==> src/rtl/alu_pkg.sv <==
// rtl/alu_pkg.sv - opcodes and FSM state encoding shared by the sequential ALU
package alu_pkg;

   localparam logic [3:0] OP_AND   = 4'b0000;
   localparam logic [3:0] OP_OR    = 4'b0001;
   localparam logic [3:0] OP_ADD   = 4'b0010;
   localparam logic [3:0] OP_SUB   = 4'b0110;
   localparam logic [3:0] OP_SLT   = 4'b0111;
   localparam logic [3:0] OP_NOR   = 4'b1100;
   localparam logic [3:0] OP_MULTU = 4'b1000;
   localparam logic [3:0] OP_DIVU  = 4'b1001;

   typedef enum logic [1:0] {
      ST_IDLE = 2'd0,
      ST_MUL  = 2'd1,
      ST_DIV  = 2'd2,
      ST_DONE = 2'd3
   } state_t;

endpackage

==> src/rtl/alu_muldiv_core.sv <==
// rtl/alu_muldiv_core.sv - iterative shift-add multiplier / restoring divider
module alu_muldiv_core #(
   parameter int WIDTH = 32
) (
   input  logic             clk,
   input  logic             rst_n,
   input  logic             i_start,
   input  logic             i_div,
   input  logic [WIDTH-1:0] i_a,
   input  logic [WIDTH-1:0] i_b,
   output logic             o_done,
   output logic [WIDTH-1:0] o_lo,
   output logic [WIDTH-1:0] o_hi
);

   localparam int CW = $clog2(WIDTH) + 1;

   logic             r_run;
   logic             r_div;
   logic [CW-1:0]    r_cnt;
   logic [WIDTH-1:0] r_lo;
   logic [WIDTH-1:0] r_hi;
   logic [WIDTH-1:0] r_b;

   logic [WIDTH:0]   w_sum;
   logic [WIDTH:0]   w_rem;
   logic [WIDTH-1:0] w_diff;
   logic             w_ge;
   logic [WIDTH-1:0] w_lo_nxt;
   logic [WIDTH-1:0] w_hi_nxt;

   // One iteration step: multiply shifts {hi,lo} right after a conditional add,
   // divide shifts {rem,quot} left and restores when the trial subtract underflows.
   // o_lo/o_hi expose the post-step values so the final step can be captured
   // by the parent on the same edge the core finishes.
   always_comb begin
      w_sum  = {1'b0, r_hi} + (r_lo[0] ? {1'b0, r_b} : {(WIDTH+1){1'b0}});
      w_rem  = {r_hi, r_lo[WIDTH-1]};
      w_ge   = (w_rem >= {1'b0, r_b});
      w_diff = w_rem[WIDTH-1:0] - r_b;
      if (r_div) begin
         w_hi_nxt = w_ge ? w_diff : w_rem[WIDTH-1:0];
         w_lo_nxt = {r_lo[WIDTH-2:0], w_ge};
      end else begin
         w_hi_nxt = w_sum[WIDTH:1];
         w_lo_nxt = {w_sum[0], r_lo[WIDTH-1:1]};
      end
      o_done = r_run && (r_cnt == CW'(WIDTH - 1));
      o_lo   = w_lo_nxt;
      o_hi   = w_hi_nxt;
   end

   // Operand load on start, then exactly WIDTH iteration edges.
   always_ff @(posedge clk or negedge rst_n) begin
      if (!rst_n) begin
         r_run <= 1'b0;
         r_div <= 1'b0;
         r_cnt <= '0;
         r_lo  <= '0;
         r_hi  <= '0;
         r_b   <= '0;
      end else if (i_start) begin
         r_run <= 1'b1;
         r_div <= i_div;
         r_cnt <= '0;
         r_lo  <= i_a;
         r_hi  <= '0;
         r_b   <= i_b;
      end else if (r_run) begin
         r_lo  <= w_lo_nxt;
         r_hi  <= w_hi_nxt;
         r_cnt <= r_cnt + CW'(1);
         if (o_done) begin
            r_run <= 1'b0;
         end
      end
   end

endmodule

==> src/rtl/alu_seq.sv <==
// rtl/alu_seq.sv - sequential ALU with single-cycle logic ops and iterative MULTU/DIVU
module alu_seq
   import alu_pkg::*;
#(
   parameter int WIDTH = 32
) (
   input  logic             clk,
   input  logic             rst_n,
   input  logic             start,
   input  logic [3:0]       select,
   input  logic [WIDTH-1:0] first,
   input  logic [WIDTH-1:0] second,
   output logic [WIDTH-1:0] out,
   output logic [WIDTH-1:0] hi,
   output logic             zero,
   output logic             busy,
   output logic             done
);

   state_t           r_state;
   state_t           w_next_state;
   logic [WIDTH-1:0] r_out;
   logic [WIDTH-1:0] r_hi;
   logic             r_zero;
   logic             r_busy;
   logic             r_done;

   logic             w_load;
   logic [WIDTH-1:0] w_res_lo;
   logic [WIDTH-1:0] w_res_hi;
   logic             w_core_start;
   logic             w_core_div;
   logic             w_core_done;
   logic [WIDTH-1:0] w_core_lo;
   logic [WIDTH-1:0] w_core_hi;

   // Single-cycle operations; MULTU/DIVU and undefined codes fall to zero here.
   function automatic logic [WIDTH-1:0] f_simple(input logic [3:0] op,
                                                 input logic [WIDTH-1:0] a,
                                                 input logic [WIDTH-1:0] b);
      logic [WIDTH-1:0] r;
      r = '0;
      case (op)
         OP_AND: r = a & b;
         OP_OR:  r = a | b;
         OP_ADD: r = a + b;
         OP_SUB: r = a - b;
         OP_SLT: r = {{(WIDTH-1){1'b0}}, ($signed(a) < $signed(b))};
         OP_NOR: r = ~(a | b);
         default: r = '0;
      endcase
      return r;
   endfunction

   alu_muldiv_core #(
      .WIDTH (WIDTH)
   ) u_core (
      .clk     (clk),
      .rst_n   (rst_n),
      .i_start (w_core_start),
      .i_div   (w_core_div),
      .i_a     (first),
      .i_b     (second),
      .o_done  (w_core_done),
      .o_lo    (w_core_lo),
      .o_hi    (w_core_hi)
   );

   // Next-state and result-load decode; the result register is written on the
   // edge that enters DONE so it is valid for the whole done cycle.
   always_comb begin
      w_next_state = r_state;
      w_load       = 1'b0;
      w_res_lo     = '0;
      w_res_hi     = '0;
      w_core_start = 1'b0;
      w_core_div   = 1'b0;
      case (r_state)
         ST_IDLE: begin
            if (start) begin
               if (select == OP_MULTU) begin
                  w_next_state = ST_MUL;
                  w_core_start = 1'b1;
               end else if (select == OP_DIVU) begin
                  w_next_state = ST_DIV;
                  w_core_start = 1'b1;
                  w_core_div   = 1'b1;
               end else begin
                  w_next_state = ST_DONE;
                  w_load       = 1'b1;
                  w_res_lo     = f_simple(select, first, second);
               end
            end
         end
         ST_MUL, ST_DIV: begin
            if (w_core_done) begin
               w_next_state = ST_DONE;
               w_load       = 1'b1;
               w_res_lo     = w_core_lo;
               w_res_hi     = w_core_hi;
            end
         end
         ST_DONE: w_next_state = ST_IDLE;
         default: w_next_state = ST_IDLE;
      endcase
   end

   // State, status flags and held results.
   always_ff @(posedge clk or negedge rst_n) begin
      if (!rst_n) begin
         r_state <= ST_IDLE;
         r_out   <= '0;
         r_hi    <= '0;
         r_zero  <= 1'b0;
         r_busy  <= 1'b0;
         r_done  <= 1'b0;
      end else begin
         r_state <= w_next_state;
         r_busy  <= (w_next_state == ST_MUL) || (w_next_state == ST_DIV);
         r_done  <= (w_next_state == ST_DONE);
         if (w_load) begin
            r_out  <= w_res_lo;
            r_hi   <= w_res_hi;
            r_zero <= (w_res_lo == '0);
         end
      end
   end

   assign out  = r_out;
   assign hi   = r_hi;
   assign zero = r_zero;
   assign busy = r_busy;
   assign done = r_done;

endmodule
==> config.mk <==
export PLATFORM = sky130hd
export DESIGN_NAME = alu_seq
export DESIGN_NICKNAME = d
export VERILOG_FILES = /design/src/rtl/alu_pkg.sv /design/src/rtl/alu_muldiv_core.sv /design/src/rtl/alu_seq.sv
export SDC_FILE = /design/constraint.sdc
export NUM_CORES = 1
export LEC_CHECK = 0
export ABC_AREA = 1
export BUFFER_PORTS_ARGS = -buffer_cell sky130_fd_sc_hd__buf_2
export CAP_MARGIN = 20
export CORE_ASPECT_RATIO = 1.75
export CORE_UTILIZATION = 51
export DETAILED_ROUTE_END_ITERATION = 10
export MAX_ROUTING_LAYER = met4
export PLACE_DENSITY_LB_ADDON = 0.08
export SYNTH_ARGS = -nofsm -noshare
export SYNTH_HDL_FRONTEND = slang
export SYNTH_SLANG_ARGS = --single-unit
==> constraint.sdc <==
create_clock -name clk -period 5.9 [get_ports clk]
set_input_delay 1.77 -clock clk [delete_from_list [all_inputs] [get_ports clk]]
set_output_delay 1.77 -clock clk [all_outputs]
set_load 0.05 [all_outputs]
==> metrics.md, run 1 <==
| Metric | Value |
|---|---|
| Nets | `3,333` |
| Sequential fraction of the synthesis area | `23.3%` |
| Detailed-route via count | `21,600` |
| Most frequent cells in the layout | `931 x nand2_1, 476 x inv_1, 258 x nand3_1` |
| Avg Inst Size Synth | `6.16 um2` |
| Die width | `146 um` |
| H-tree depth | `4` |
| # DRC | `0` |
| First-pass GRT wire length | `126,000 um` |
| Worst setup EP type | `flip-flop` |
| Worst-path clk slew | `0.08 ns` |
| Syn_nets | `3,262` |
| Met2 Usage GRT | `79.8%` |
| First DRT Iteration DRCs | `1,882` |
| Post-Synth Adder-Cell Area | `12.1%` |
| Post-CTS setup buffers | `0` |
| Vias in the first global route | `21,200` |
| CTS tree | `yes` |
| Hold/Removal Path Class | `reg -> reg` |
| Routability-driven placement congestion ratio | `1.14` |
| Most common cell after layout, fill and taps aside | `nand2_1` |
| Slew HR | `20.1%` |
| CTS root buffer | `clkbuf_16` |
| Most used DFF post-synth | `dfrtp_1` |
| Layout cells sized above 1 | `7.42%` |
| Total of max-cap violations | `0` |
| Startpoint types | `input port` |
| Die area | `37,200 um2` |
| Clock buffer depth | `2` |
| Area growth syn-to-layout | `8.40%` |
| Post-route insts no fill | `3,572` |
| Yosys cell types | `55` |
| Main combinational cell family by area after synthesis | `simple AND/OR/NAND/NOR gates` |
| Max FO, Critical Path | `9` |
| Leakage | `11.2 nW` |
| Tmin final | `5.03 ns` |
| Status | `finished, final reports clean` |
| Die Y | `254 um` |
| Final setup viols | `0` |
| Post-synthesis simple-gate area fraction | `33.8%` |
| Transition time of the tightest slew-check pin | `1.20 ns` |
| Final worst-path cycle share | `85.3%` |
| GRT Util Overall | `47.3%` |
| Xor-xnor portion of the synthesized cell area | `2.08%` |
| Routed length per placed instance | `23.9 um` |
| Initial core utilization | `51.7%` |
| Hold_buf cts | `0` |
| Initial antenna violation count | `4` |
| #FFs+latches synth | `173` |
| F_max | `199 MHz` |
| Design Area, Final | `20,100 um2` |
| Crit path kind | `in -> reg` |
| WL final | `85,300 um` |
| Slew Limit Fails | `0` |
| Number of synthesis warnings | `0` |
| Layout Skew | `0.0186 ns` |
| Rows | `92` |
| Synth async-reset ratio | `100%` |
| Synthesized area | `18,600 um2` |
| Grt met1 use | `45.4%` |
| 1st-pass router iterations | `9` |
| Post-CTS Resized | `0` |
| Multiplexer area fraction after synthesis | `0.216%` |
| P per Cell Area | `584 nW/um2` |
| Fin. Hold Viols | `0` |
| Worst Path Arrival | `5.44 ns` |
| Antenna Nets Post-Route | `0` |
| HPWL Detailed | `67,300 um` |
| RSZ-0062 raised after global routing | `no` |
| Synth Area in Compound Gates | `15.7%` |
| Post-DR vias/cell | `6.04` |
| Largest net degree at the start of global routing | `99` |
| CTS Buf Count | `17` |
| Syn Inst Count | `3,014` |
| Overflow after GRT | `0` |
| Maximum vdd ir drop | `0.465 mV` |
| Number of placed instances, taps included | `3,536` |
| Total core area | `35,900 um2` |
| Global route hottest layer | `met2` |
| Post-synth EDFFs | `0` |
| DP Area | `19,500 um2` |
| Met3 usage | `7.84%` |
| Crit path required time | `6.31 ns` |
| Setup TNS | `0 ns` |
| Port Buffers | `137` |
| Sink Count | `173` |
| I/O pins | `138` |
| Worst-skew pair later-pin latency | `0.47 ns` |
==> report_power, final <==
group          internal [mW]  leakage [nW]  total [mW]  switching [mW]
combinational           2.47          8.70        8.13            5.67
clock                  0.731         0.314        1.29           0.560
sequential              1.79          2.17        2.33           0.539
==> worst max-delay path: stages <==
cell and delay (ns):
buf_2 0.12, inv_1 0.13, ha_1 0.53, nand2_1 0.16, nor2_1 0.61, nand3_1 0.23, nand3_1 0.41, nand2_1 0.10
nand3_1 0.12, nand3_1 0.08, nand2_1 0.13, nand2_1 0.07, nor2_1 0.14, nand2_1 0.17, nor2_1 0.31, nand2_1 0.09
nor2_1 0.11, nand3_1 0.09, nand2_1 0.06
==> cell families (layout without fill, tap and decap cells) <==
group / Yosys count / in the layout
adders and majority gates: 177 / 177
and+or+nand+nor: 1517 / 1517
DFF: 173 / 173
xor gates and xnor gates: 44 / 44
other: 0 / 4
buffers and inverters: 591 / 675
AOI/OAI and AO/OA: 508 / 508
muxes: 4 / 4
==> cell type report <==
class | count | area [um2]
fill | 3677 | 15800
multi-input combinational | 2250 | 11900
sequential | 173 | 4330
inverter | 483 | 1810
timing repair buffer | 160 | 867
tap | 470 | 588
clock buffer | 19 | 443
clock inverter | 13 | 199
antenna | 4 | 10.0
==> synthesized netlist by cell type (12+ instances only) <==
cell        n  area share (%)
nand2_1   931              19
a31oi_1    32             1.1
a21oi_1   153             4.1
o21ai_1    15            0.40
xor2_1     17            0.80
dfrtp_1   173              23
buf_2      37             1.0
nor3_1     25            0.67
a21o_1     12            0.49
nor2_1    225             4.6
clkbuf_1   44            0.89
o211ai_1   21            0.85
nand3_1   258             7.0
o221ai_1   19            0.90
ha_1      173              12
xnor2_1    27             1.3
inv_1     476             9.6
o21ai_0   176             4.7
o22ai_1    37             1.2
nand4_1    33             1.1
==> layer usage <==
metal	wire length, um	up-vias	part of all wire, %
met3	6310	496	7.4
met4	9950	0	12
li1	-	9841	-
met1	28000	9970	33
met2	41100	1272	48
met5	0	-	0
==> state kept, by name, indices dropped and copies added (netlist names) <==
| register | flops |
|---|---|
| out | 32 |
| hi | 32 |
| u_core.r_b | 32 |
| u_core.r_hi | 32 |
| r_state | 2 |
| u_core.r_lo | 32 |
| done | 1 |
| u_core.r_run | 1 |
| busy | 1 |
| zero | 1 |
| u_core.r_div | 1 |
| u_core.r_cnt | 6 |
==> worst paths after layout <==
kind | cells past startpoint | startpoint | slack (ns) | end
max | 19 | first[6] | 0.87 | zero
min | 2 | hi[28] | 0.48 | hi[28]
max reg2reg | 18 | u_core.r_lo[0] | 2.38 | hi[21]
min reg2reg | 2 | hi[28] | 0.48 | hi[28]
max in group asynchronous | 2 | rst_n | 3.25 | hi[21]
min in group asynchronous | 1 | rst_n | 1.37 | hi[30]
==> per-stage QoR <==
step                hold slack (ns)  util (%)  power [mW]  setup slack, ns
global route                  0.498      56.0        12.6            0.985
CTS                           0.481      56.0        11.5             1.20
detailed placement            0.461      54.2        10.2            0.720
finish                        0.482      56.0        11.8            0.867
floorplan                     0.459         -        7.96             2.24
global placement              0.457      54.2        10.1            0.680
Note: power is estimated with default switching activity, not from simulation.
==> inputs of run 2 (changes only) <==
- BUFFER_PORTS_ARGS: -buffer_cell sky130_fd_sc_hd__buf_2 -> not set
- CAP_MARGIN: 20 -> not set
- DONT_BUFFER_PORTS: not set -> 1
==> metrics.md, run 2 (synthesized netlist as in run 1, its figures left out) <==
| Metric | Value |
|---|---|
| Startpoint types | `input port (unchanged)` |
| Routability-driven placement congestion ratio | `1.24 (was 1.14)` |
| Initial core utilization | `51.7% (unchanged)` |
| Worst setup EP type | `flip-flop (unchanged)` |
| Setup TNS | `0 ns (unchanged)` |
| Die area | `37,200 um2 (unchanged)` |
| Tmin final | `5.01 ns (was 5.03 ns)` |
| Layout cells sized above 1 | `2.94% (was 7.42%)` |
| CTS Buf Count | `17 (unchanged)` |
| Port Buffers | `0 (was 137)` |
| Maximum vdd ir drop | `0.458 mV (was 0.465 mV)` |
| Worst Path Arrival | `5.42 ns (was 5.44 ns)` |
| First-pass GRT wire length | `122,000 um (was 126,000 um)` |
| I/O pins | `138 (unchanged)` |
| F_max | `200 MHz (was 199 MHz)` |
| Hold/Removal Path Class | `reg -> reg (unchanged)` |
| Routed length per placed instance | `24.3 um (was 23.9 um)` |
| Antenna Nets Post-Route | `0 (unchanged)` |
| Nets | `3,190 (was 3,333)` |
| Die width | `146 um (unchanged)` |
| Fin. Hold Viols | `0 (unchanged)` |
| Cell Chain, Critical Path | `inv_1, ha_1, nand2_1, nor2_1, nand3_1, nand3_1, nand2_1, nand3_1, nand3_1, nand2_1, nand2_1, nor2_1, nand2_1, nor2_1, nand2_1, nor2_1, nand3_1, nand2_1 (was buf_2, inv_1, ha_1, nand2_1, nor2_1, nand3_1, nand3_1, nand2_1, nand3_1, nand3_1, nand2_1, nand2_1, nor2_1, nand2_1, nor2_1, nand2_1, nor2_1, nand3_1, nand2_1)` |
| R2r endpoint | `zero (was hi[21])` |
| HPWL Detailed | `65,500 um (was 67,300 um)` |
| P per Cell Area | `587 nW/um2 (was 584 nW/um2)` |
| Overflow after GRT | `0 (unchanged)` |
| Antenna diode count | `0 (was 4)` |
| Critical-path top delay cell | `nor2_1 (unchanged)` |
| CP Capture Point | `zero (unchanged)` |
| Slew HR | `20.1% (about the same)` |
| Max incr delay on CP | `0.59 ns (was 0.61 ns)` |
| Post-DR vias/cell | `6.05 (was 6.04)` |
| CTS tree | `yes (unchanged)` |
| Die Y | `254 um (unchanged)` |
| Slew Limit Fails | `0 (unchanged)` |
| Cell mode on critical path | `nand2_1 (unchanged)` |
| WL final | `83,300 um (was 85,300 um)` |
| Cell count along the critical path | `18 (was 19)` |
| Vias in the first global route | `20,600 (was 21,200)` |
| 1st-pass router iterations | `8 (was 9)` |
| Transition time of the tightest slew-check pin | `1.20 ns (about the same)` |
| Most common cell after layout, fill and taps aside | `nand2_1 (unchanged)` |
| Initial antenna violation count | `0 (was 4)` |
| Clock buffer depth | `2 (unchanged)` |
| CP Launch Point | `first[6] (unchanged)` |
| Fin util | `53.8% (was 56.0%)` |
| Most frequent cells in the layout | `931 x nand2_1, 476 x inv_1, 258 x nand3_1 (unchanged)` |
| Worst-skew pair later-pin latency | `0.48 ns (was 0.47 ns)` |
| Rows | `92 (unchanged)` |
| Reg2Reg Launch Point | `r_state[1] (was u_core.r_lo[0])` |
| Final worst-path cycle share | `84.9% (was 85.3%)` |
| R2r setup slk | `1.98 ns (was 2.38 ns)` |
| Top delay family on crit path | `simple AND/OR/NAND/NOR gates (unchanged)` |
| Detailed-route via count | `20,700 (was 21,600)` |
| H-tree depth | `4 (unchanged)` |
| CTS root buffer | `clkbuf_16 (unchanged)` |
| Post-placement setup slack | `0.775 ns (was 0.720 ns)` |
| Hold_buf cts | `0 (unchanged)` |
| Sink Count | `173 (unchanged)` |
| RSZ-0062 raised after global routing | `no (unchanged)` |
| Crit path kind | `in -> reg (unchanged)` |
| Hold_ws | `0.505 ns (was 0.482 ns)` |
| Largest net degree at the start of global routing | `174 (was 99)` |
| Crit path required time | `6.31 ns (about the same)` |
| First DRT Iteration DRCs | `1,877 (was 1,882)` |
| Leakage | `10.5 nW (was 11.2 nW)` |
| Worst-path clk slew | `0.09 ns (was 0.08 ns)` |
| Post-CTS Resized | `0 (unchanged)` |
| Fin worst setup slack | `0.891 ns (was 0.867 ns)` |
| Final setup viols | `0 (unchanged)` |
| GRT Util Overall | `45.9% (was 47.3%)` |
| # DRC | `0 (unchanged)` |
| Max FO, Critical Path | `9 (unchanged)` |
| Total of max-cap violations | `0 (unchanged)` |
| Post-CTS setup buffers | `0 (unchanged)` |
| Total core area | `35,900 um2 (unchanged)` |
| Layout Skew | `0.0259 ns (was 0.0186 ns)` |
| Status | `finished, final reports clean (unchanged)` |
| Cells on worst reg2reg path | `15 (was 18)` |
| Area growth syn-to-layout | `4.14% (was 8.40%)` |
| Worst path buffer plus inverter count | `1 (was 2)` |
run 2: cell types whose count changed in the layout (fill, tap and decap cells not counted), sizes merged:
cell / previous run / this run
clkbuf: 20 / 18
diode: 4 / 0
bufinv: 4 / 1
buf: 159 / 17
clkinvlp: 0 / 2
inv: 488 / 490
run 2: power breakdown:
part	internal, mW	switching [mW]	total, mW
registers	1.77	1.42	3.19
logic	2.29	4.68	6.97
clock network	0.606	0.589	1.20
total	4.67	6.68	11.4
run 2: how the worst min path moves through the flow:
stage	endpoint	depth (start not counted)	startpoint	slack (ns)
finish	u_core.r_lo[17]	2	u_core.r_lo[17]	0.51
global placement	u_core.r_lo[4]	2	u_core.r_lo[4]	0.48
global route	u_core.r_lo[17]	2	u_core.r_lo[17]	0.52
CTS	u_core.r_lo[17]	2	u_core.r_lo[17]	0.50
detailed placement	u_core.r_lo[17]	2	u_core.r_lo[17]	0.48
floorplan	u_core.r_lo[17]	2	u_core.r_lo[17]	0.46
run 2: layer usage:
metal	part of all wire (%)	vias up	global-route usage, %
li1	-	9524	-
met5	0	-	-
met3	7.7	451	8.41
met4	11	0	43.8
met1	32	9557	43.1
met2	49	1193	78.6
run 2: cell type report:
| cell class | count | area (um2) |
|---|---|---|
| multi-input cells | 2250 | 11900 |
| inverters | 483 | 1810 |
| clock inverters | 14 | 166 |
| well taps | 470 | 588 |
| repair buffers | 17 | 128 |
| flip-flops and latches | 173 | 4330 |
| fillers | 3785 | 16600 |
| clock buffers | 18 | 429 |
run 2: tightest hold or removal path: cells and delay by family (launching register included):
family           cells  cell delay, ns
flip-flops           1            0.34
AND/OR/NAND/NOR      1            0.05
AO/OA/AOI/OAI        1            0.07
run 2: through the flow:
stage / instances / power, mW / cell area [um2]
2_1_floorplan: 3014 / 7.96 / 18600
6_report: 3425 / 11.4 / 19300
3_5_place_dp: 3393 / 9.91 / 18700
3_3_place_gp: 3393 / 9.79 / 18700
4_1_cts: 3425 / 11.1 / 19300
5_1_grt: 3425 / 12.1 / 19300
